**src/rtl/uart_tx_fifo.sv**
```systemverilog
// 8N1 UART transmitter fed by a small byte FIFO.
// Frames go out LSB-first; back-to-back bytes leave no idle gap.
module uart_tx_fifo #(
    parameter int CLKS_PER_BIT = 217,
    parameter int FIFO_DEPTH   = 4
) (
    input  logic                          clk,
    input  logic                          rst,
    input  logic [7:0]                    tx_wdata,
    input  logic                          tx_wstrb,
    output logic                          tx_full,
    output logic                          tx_busy,
    output logic [$clog2(FIFO_DEPTH):0]   tx_level,
    output logic                          tx_overflow,
    output logic                          ftdi_txd
);
    localparam int AW = $clog2(FIFO_DEPTH);
    localparam int LW = AW + 1;
    localparam int CW = $clog2(CLKS_PER_BIT);
    localparam logic [CW-1:0] CNT_MAX  = CW'(CLKS_PER_BIT - 1);
    localparam logic [LW-1:0] LVL_FULL = LW'(FIFO_DEPTH);

    typedef enum logic [1:0] {IDLE, START, DATA, STOP} state_e;

    state_e        state_q, state_d;
    logic [CW-1:0] cnt_q, cnt_d;
    logic [2:0]    bit_q, bit_d;
    logic [7:0]    shift_q, shift_d;
    logic          txd_q, txd_d;
    logic [AW-1:0] wptr_q, wptr_d;
    logic [AW-1:0] rptr_q, rptr_d;
    logic [LW-1:0] level_q, level_d;
    logic          full_q, full_d;
    logic          busy_q, busy_d;
    logic          ovf_q, ovf_d;
    logic [7:0]    mem [FIFO_DEPTH];
    logic          push;
    logic          pop;
    logic          has_data;

    assign has_data = (level_q != '0);
    assign push     = tx_wstrb & ~full_q;

    // Transmit FSM: next state, baud counting, shift/pop control and line value.
    always_comb begin
        state_d = state_q;
        cnt_d   = cnt_q;
        bit_d   = bit_q;
        shift_d = shift_q;
        pop     = 1'b0;
        unique case (state_q)
            IDLE: begin
                if (has_data) begin
                    pop     = 1'b1;
                    shift_d = mem[rptr_q];
                    state_d = START;
                    cnt_d   = CNT_MAX;
                end
            end
            START: begin
                if (cnt_q == '0) begin
                    state_d = DATA;
                    bit_d   = 3'd0;
                    cnt_d   = CNT_MAX;
                end else begin
                    cnt_d = cnt_q - CW'(1);
                end
            end
            DATA: begin
                if (cnt_q == '0) begin
                    shift_d = {1'b0, shift_q[7:1]};
                    cnt_d   = CNT_MAX;
                    if (bit_q == 3'd7) begin
                        state_d = STOP;
                    end else begin
                        bit_d = bit_q + 3'd1;
                    end
                end else begin
                    cnt_d = cnt_q - CW'(1);
                end
            end
            STOP: begin
                if (cnt_q == '0) begin
                    cnt_d = CNT_MAX;
                    if (has_data) begin
                        pop     = 1'b1;
                        shift_d = mem[rptr_q];
                        state_d = START;
                    end else begin
                        state_d = IDLE;
                    end
                end else begin
                    cnt_d = cnt_q - CW'(1);
                end
            end
            default: state_d = IDLE;
        endcase
        unique case (state_q)
            START:   txd_d = 1'b0;
            DATA:    txd_d = shift_q[0];
            default: txd_d = 1'b1;
        endcase
    end

    // FIFO bookkeeping; a same-edge pop never makes room for the write.
    always_comb begin
        wptr_d  = push ? wptr_q + AW'(1) : wptr_q;
        rptr_d  = pop  ? rptr_q + AW'(1) : rptr_q;
        level_d = level_q;
        unique case ({push, pop})
            2'b10:   level_d = level_q + LW'(1);
            2'b01:   level_d = level_q - LW'(1);
            default: level_d = level_q;
        endcase
        ovf_d  = ovf_q | (tx_wstrb & full_q);
        full_d = (level_d == LVL_FULL);
        busy_d = (state_d != IDLE) || (level_d != '0);
    end

    // State, pointers and status flags, all cleared by reset.
    always_ff @(posedge clk) begin
        if (rst) begin
            state_q <= IDLE;
            cnt_q   <= '0;
            bit_q   <= '0;
            shift_q <= '0;
            txd_q   <= 1'b1;
            wptr_q  <= '0;
            rptr_q  <= '0;
            level_q <= '0;
            full_q  <= 1'b0;
            busy_q  <= 1'b0;
            ovf_q   <= 1'b0;
        end else begin
            state_q <= state_d;
            cnt_q   <= cnt_d;
            bit_q   <= bit_d;
            shift_q <= shift_d;
            txd_q   <= txd_d;
            wptr_q  <= wptr_d;
            rptr_q  <= rptr_d;
            level_q <= level_d;
            full_q  <= full_d;
            busy_q  <= busy_d;
            ovf_q   <= ovf_d;
        end
    end

    // Byte storage needs no reset: the pointers define what is valid.
    always_ff @(posedge clk) begin
        if (push) begin
            mem[wptr_q] <= tx_wdata;
        end
    end

    assign ftdi_txd    = txd_q;
    assign tx_full     = full_q;
    assign tx_busy     = busy_q;
    assign tx_level    = level_q;
    assign tx_overflow = ovf_q;
endmodule

```
**config.mk**
```make
export PLATFORM = sky130hd
export DESIGN_NAME = uart_tx_fifo
export DESIGN_NICKNAME = d
export VERILOG_FILES = /design/src/rtl/uart_tx_fifo.sv
export SDC_FILE = /design/constraint.sdc
export NUM_CORES = 1
export LEC_CHECK = 0
export ABC_AREA = 1
export BUFFER_PORTS_ARGS = -buffer_cell sky130_fd_sc_hd__buf_2
export CAP_MARGIN = 10
export CORE_MARGIN = 5
export CORE_UTILIZATION = 60
export CTS_CLUSTER_SIZE = 28
export DETAILED_ROUTE_END_ITERATION = 10
export PLACE_DENSITY = 0.79
export SLEW_MARGIN = 5
export SYNTH_ARGS = -nofsm -noshare
export SYNTH_HDL_FRONTEND = slang
export SYNTH_SLANG_ARGS = --single-unit
```
**constraint.sdc**
```tcl
create_clock -name clk -period 2.8 [get_ports clk]
set_input_delay 0.42 -clock clk [delete_from_list [all_inputs] [get_ports clk]]
set_output_delay 0.42 -clock clk [all_outputs]
set_load 0.01 [all_outputs]
```
# After elaboration in Yosys (flattened, before gate mapping)

Memories as Yosys holds them, arrays and structs flattened. A register that Yosys moved wholly into a read port is not among the register bits.
Cells that the tools add are included.

Bits in writable memories: 32
Input bits: 11
Output and inout bits: 7
Bits in latches: 0
Register bits after elaboration: 32
Memories: 1
ROM bits: 0

Shift-type cells: 0
Magnitude comparators: 0
Equality and inequality tests: 12
Add/sub/neg operators: 6
Multipliers: 0
Reductions and logical operators: 11
Multiplexer cells: 27
Divide/modulo/power cells: 0
Bitwise operators: 4

Memories:

| name | words | width | read ports | clocked after memory_dff | wr ports | RTL line | RTL |
|---|---|---|---|---|---|---|---|
| mem  | 4     | 8     | 1          | 1                        | 1        | 36       | `logic [7:0] mem [FIFO_DEPTH];` |

Operators by type and width:

| kind                                                 | count |
|---|---|
| 2-to-1 mux 8 bit                                     | 5 |
| case mux 8 bit (3 select lines)                      | 1 |
| case mux 8 bit (2 select lines)                      | 1 |
| 2-to-1 mux 2 bit                                     | 7 |
| case mux 3 bit (2 select lines)                      | 2 |
| inequality test 2 bit (second input constant)        | 5 |
| 2-to-1 mux 3 bit                                     | 3 |
| nonzero test 3 bit                                   | 3 |
| logical NOT 8 bit                                    | 1 |
| case mux 2 bit (4 select lines)                      | 1 |
| subtractor 8 x 1 -> 8 bit (second input constant)    | 1 |
| adder 3 x 1 -> 3 bit (second input constant)         | 2 |
| equality test 2 bit (second input constant)          | 3 |
| equality test 3 bit (second input constant)          | 2 |
| 2-to-1 mux 1 bit                                     | 5 |
| adder 2 x 1 -> 2 bit (second input constant)         | 2 |
| equality test 2 x 1 -> 1 bit (second input constant) | 2 |
| case mux 1 bit (2 select lines)                      | 2 |
| AND reduction 4 bit                                  | 1 |
| nonzero test 2 bit                                   | 2 |
| AND reduction 3 bit                                  | 1 |
| OR reduction 3 bit                                   | 1 |
| subtractor 3 x 1 -> 3 bit (second input constant)    | 1 |
| bitwise AND 1 bit                                    | 2 |
| 4 further kinds                                      | 4 |

# Depth between registers and ports, before layout

Depth after elaboration: 8
Depth in mapped cells: 18

# Worst setup path before layout

OpenSTA, ideal clock, no wires.

Path kind: register to register
From: register cnt_q[0]
To: register busy_q, in the netlist tx_busy
Arrival time: 2.225 ns
Stages on the path, launching flop included: 18
Setup slack: 0.446 ns
Library setup time: 0.129 ns
Path through: dfxtp_1 -> inv_1 -> ha_1 -> nand2_1 -> inv_1 -> nand2_2 -> o21bai_1 -> nand3_1 -> inv_2 -> ha_1 -> fa_1 -> nand2_1 -> nand3_1 -> xor2_1 -> nor2_1 -> nand3_1 -> nor2_1 -> nor2_1

Cells in the longest elaborated chain, start to end: 7

Ends and longest elaborated chain:

| element                                                             | RTL line   | RTL |
|---|---|---|
| start, declared                                                     | 26         | `logic [CW-1:0] cnt_q, cnt_d;` |
| start signal, assigned                                              | 136        | `cnt_q <= cnt_d;` |
| logical NOT 8 bit (*)                                               | 61, 70, 83 |  |
| 2-to-1 mux 1 bit                                                    | 83         | `if (cnt_q == '0) begin` |
| case mux 1 bit (2 select lines)                                     | 51         | `unique case (state_q)` |
| equality test 2 x 1 -> 1 bit or equality test 2 bit (tied branches) | 110        | `unique case ({push, pop})` |
| case mux 3 bit (2 select lines)                                     | 110        |  |
| nonzero test 3 bit                                                  | 117        | `busy_d = (state_d != IDLE) \|\| (level_d != '0);` |
| logical OR 1 bit (*)                                                | 117        |  |
| end signal, assigned                                                | 144        | `busy_q <= busy_d;` |
| end, declared                                                       | 34         | `logic busy_q, busy_d;` |

Mark *: on every way between the ends. The rest lies on a longest branch, timed or not.
A chain may end at the register's enable or synchronous reset.

# Worst setup path after layout

From: register cnt_q[1]
To: register busy_q, in the netlist tx_busy

The elaborated chain is that of the path after synthesis.

==> metrics.md <==
| Metric | Value |
|---|---|
| Layout fillers | about 370 |
| WP data required | 3030 ps |
| Worst Clk Skew | 5.83 ps |
| Core Area | approximately 0.0048 mm^2 |
| Number of global-route vias before repair | between 2,000 and 2,500 |
| Final setup violation count | 0 |
| Count of input and output buffers | 17 |
| Mapped Area | approximately 0.0030 mm^2 |
| Simple-Gate Fraction of Synth Area | 0.155 |
| Total congestion overflow | 0 |
| Hold Violations, Final | 0 |
| Fraction of layout cells with a size suffix above 1 | 0.170 |
| Net Sw Power | 1.28 mW |
| Iteration count of the initial detailed-routing pass | 4 |
| Logic gate share of total power | 0.357 |
| Vias per inst | 5.21 |
| Critical Path AT | around 2800 ps |
| Syn Nets | 337 |
| Clk sinks | between 60 and 70 |
| DRC | 0 |
| Reg2Reg Setup Slack | between 150 and 200 ps |
| Largest net degree at the start of global routing | 19 |
| First-pass GRT wire length | 9360 um |
| Overall Power | 3.37 mW |
| Period utilisation layout | 0.933 |
| Internal power | around 2.1 mW |
| CTS tree | done |
| Htree depth | 3 |
| Nets | 361 |
| Minimum clock period | about 2600 ps |
| Synth unique cells | 34 |
| Syn. warnings | 0 |
| Combinational family with the most area after synthesis | simple AND/OR/NAND/NOR gates |
| Compound-cell area share of the yosys netlist | 0.132 |
| Die X | between 80 and 90 um |
| Final ANT Viol Nets | 0 |
| Syn Inst Count | 312 |
| GRT Overall Usage | 0.192 |
| CP max FO | 5 |
| Root Driver | clkbuf_8 |
| Synth Area in XOR/XNOR | 0.00883 |
| Max Transition Viols Final | 0 |
| Initial DRC count | a little over 100 |
| Chip Height | just over 80 um |
| Area growth from synthesis to layout | 13.1% |
| Fmax | roughly 0.38 GHz |
| Final hold slack | about 280 ps |
| CP startpoint kind | flop |
| Final worst setup slack | 188 ps |
| CTS Buf Count | 9 |
| CP endpoint kind | flop |
| Peak VDD IR | 0.579 mV |
| Syn Area/Cell | ~9.5 um^2 |
| Sw Ratio | 0.380 |
| DRT Wirelength | around 5400 um |
| Setup TNS Final | 0 ps |
| Detailed placer's ending HPWL | between 3000 and 4000 um |
| Max transition margin | 0.460 |
| Clock share of power | 0.239 |
| Worst skew pair latency | between 300 and 400 ps |
| Cell Rows | 25 |
| DP Worst Slack | between 150 and 200 ps |
| Sequential Power Share | 0.404 |
| Hold Crit Depth | 1 |
| Ant. Diodes | 0 |
| Worst-path clk slew | around 70 ps |
| Post-synthesis sequential area ratio | 0.552 |
| GP Congestion | between 0.8 and 0.9 |
| Result of the run | complete, no violations |
| Max-Cap Viols | 0 |
| PwrDens | around 1000 mW/mm^2 |
| Starting Density | 0.626 |
| Average wire per cell in the routed design | 13.3 um |
| Hold Crit Class | in -> reg |
| Reg2reg path depth | 16 |
| Post-Synth Adder-Cell Area | 0.0614 |
| Initial antenna violation count | 0 |
| Post-synthesis mux area share | 0.0303 |
| Die ar. | 0.00647 mm^2 |
| Seq cells post-synth | 66 |
| Slew @ Worst Pin | between 800 and 900 ps |
| # IOs | 18 |
| Critical path class | reg -> reg |
| Pleak | between 1 and 1.5 nW |
| CTS Buffer Depth | 2 |
| Vias | ~2,100 |
==> synthesized netlist by cell type, drive strengths merged <==
cell type	number	area [um^2]
nor2	50	210
nor3	6	35.0
nand4	3	18.8
nand2	35	139
dfxtp	34	681
a211oi	2	15.0
o21ai	40	208
mux2i	9	90.1
clkinv	1	3.75
o22ai	1	6.26
clkbuf	4	15.0
o21bai	1	7.51
or2	1	6.26
a31oi	2	12.5
xor2	3	26.3
nand3	8	45.0
o211ai	2	15.0
buf	5	31.3
a21oi	22	118
fa	1	20.0
o211a	1	10.0
ha	13	163
inv	35	131
edfxtp	32	961
nand3b	1	7.51
==> cell families after synthesis <==
group / Yosys count
AOI/OAI and AO/OA: 71
xor gates and xnor gates: 3
adders and majority gates: 14
buffers and inverters: 45
DFF: 66
muxes: 9
and+or+nand+nor: 104
==> critical path: stages (launching register included) <==
cell	delay, ps
dfxtp_1	330
inv_1	100
ha_4	140
nand2_2	80
inv_1	80
nand2_2	90
o21bai_1	210
nand3_1	150
inv_2	110
ha_4	140
fa_1	410
mux2i_1	220
nand2_1	110
nor2_1	120
nand3_1	80
nor2_1	90
nor2_1	40
==> per-layer routing <==
metal  track usage  vias up  share of wire
met5             0        -              0
met4        0.0743        0          0.016
met3        0.0617        9          0.049
met2         0.308       33           0.47
met1         0.242      985           0.47
li1              -     1098              -
==> layout by cell type (no fill, tap or decap), drive strengths merged <==
cell type and count:
a211oi 2, nand3b 1, buf 22, nand2 35, clkbuf 9, nor3 6, edfxtp 32, or2 1
o22ai 1, o211a 1, clkinv 4, xor2 3, clkinvlp 1, mux2i 9, nor2 50, inv 37
o21ai 40, nand3 8, dfxtp 34, ha 13, a21oi 22, o21bai 1, nand4 3, bufinv 1
fa 1, a31oi 2, o211ai 2
==> worst paths after layout <==
| path | startpoint | to |
|---|---|---|
| setup / recovery | cnt_q[1]$_SDFFE_PP0P_ | tx_busy$_SDFF_PP0_ |
| setup reg to reg | cnt_q[1]$_SDFFE_PP0P_ | tx_busy$_SDFF_PP0_ |
| hold reg to reg | bit_q[1]$_SDFFE_PP0P_ | bit_q[1]$_SDFFE_PP0P_ |
| hold / removal | tx_wdata[6] | mem[0][6]$_DFFE_PP_ |
==> cell type report <==
class | instances | area (um^2) | share of cell area
Multi-Input combinational cell | 201 | 1180 | 0.351
Timing Repair Buffer | 22 | 123 | 0.0364
Tap cell | 67 | 83.8 | 0.0249
Inverter | 36 | 135 | 0.0402
Clock buffer | 9 | 124 | 0.0368
Sequential cell | 66 | 1640 | 0.488
Clock inverter | 7 | 77.6 | 0.0231
==> through the flow <==
stage	cells	utilization	cell area (um^2)
2_1_floorplan	312	-	2980
3_3_place_gp	390	0.656	3120
3_5_place_dp	390	0.656	3120
6_report	408	0.708	3360
5_1_grt	408	0.708	3360
4_1_cts	406	0.699	3320
==> power by group through the flow <==
stage                     Combinational, mW  Sequential, mW  Clock [mW]
after floorplan                       0.902            1.33           0
after global placement                 1.06            1.37           0
after detailed placement               1.11            1.38           0
after CTS                              1.12            1.36       0.814
after global routing                   1.39            1.38       0.860
final                                  1.20            1.36       0.806
==> state kept, by name, indices dropped and copies added, names as in the netlist, named ones only <==
name         flops
ftdi_txd         1
tx_busy          1
bit_q            3
tx_overflow      1
mem             32
shift_q          8
state_q          2
tx_level         3
tx_full          1
rptr_q           2
wptr_q           2
cnt_q            8
==> repair_timing <==
item	4_1_cts	5_1_grt
buffers inserted	0	2
gates resized for setup	0	5
endpoints found under the setup margin	0	2
hold buffers	0	0
(Power assumes the default switching activity.)
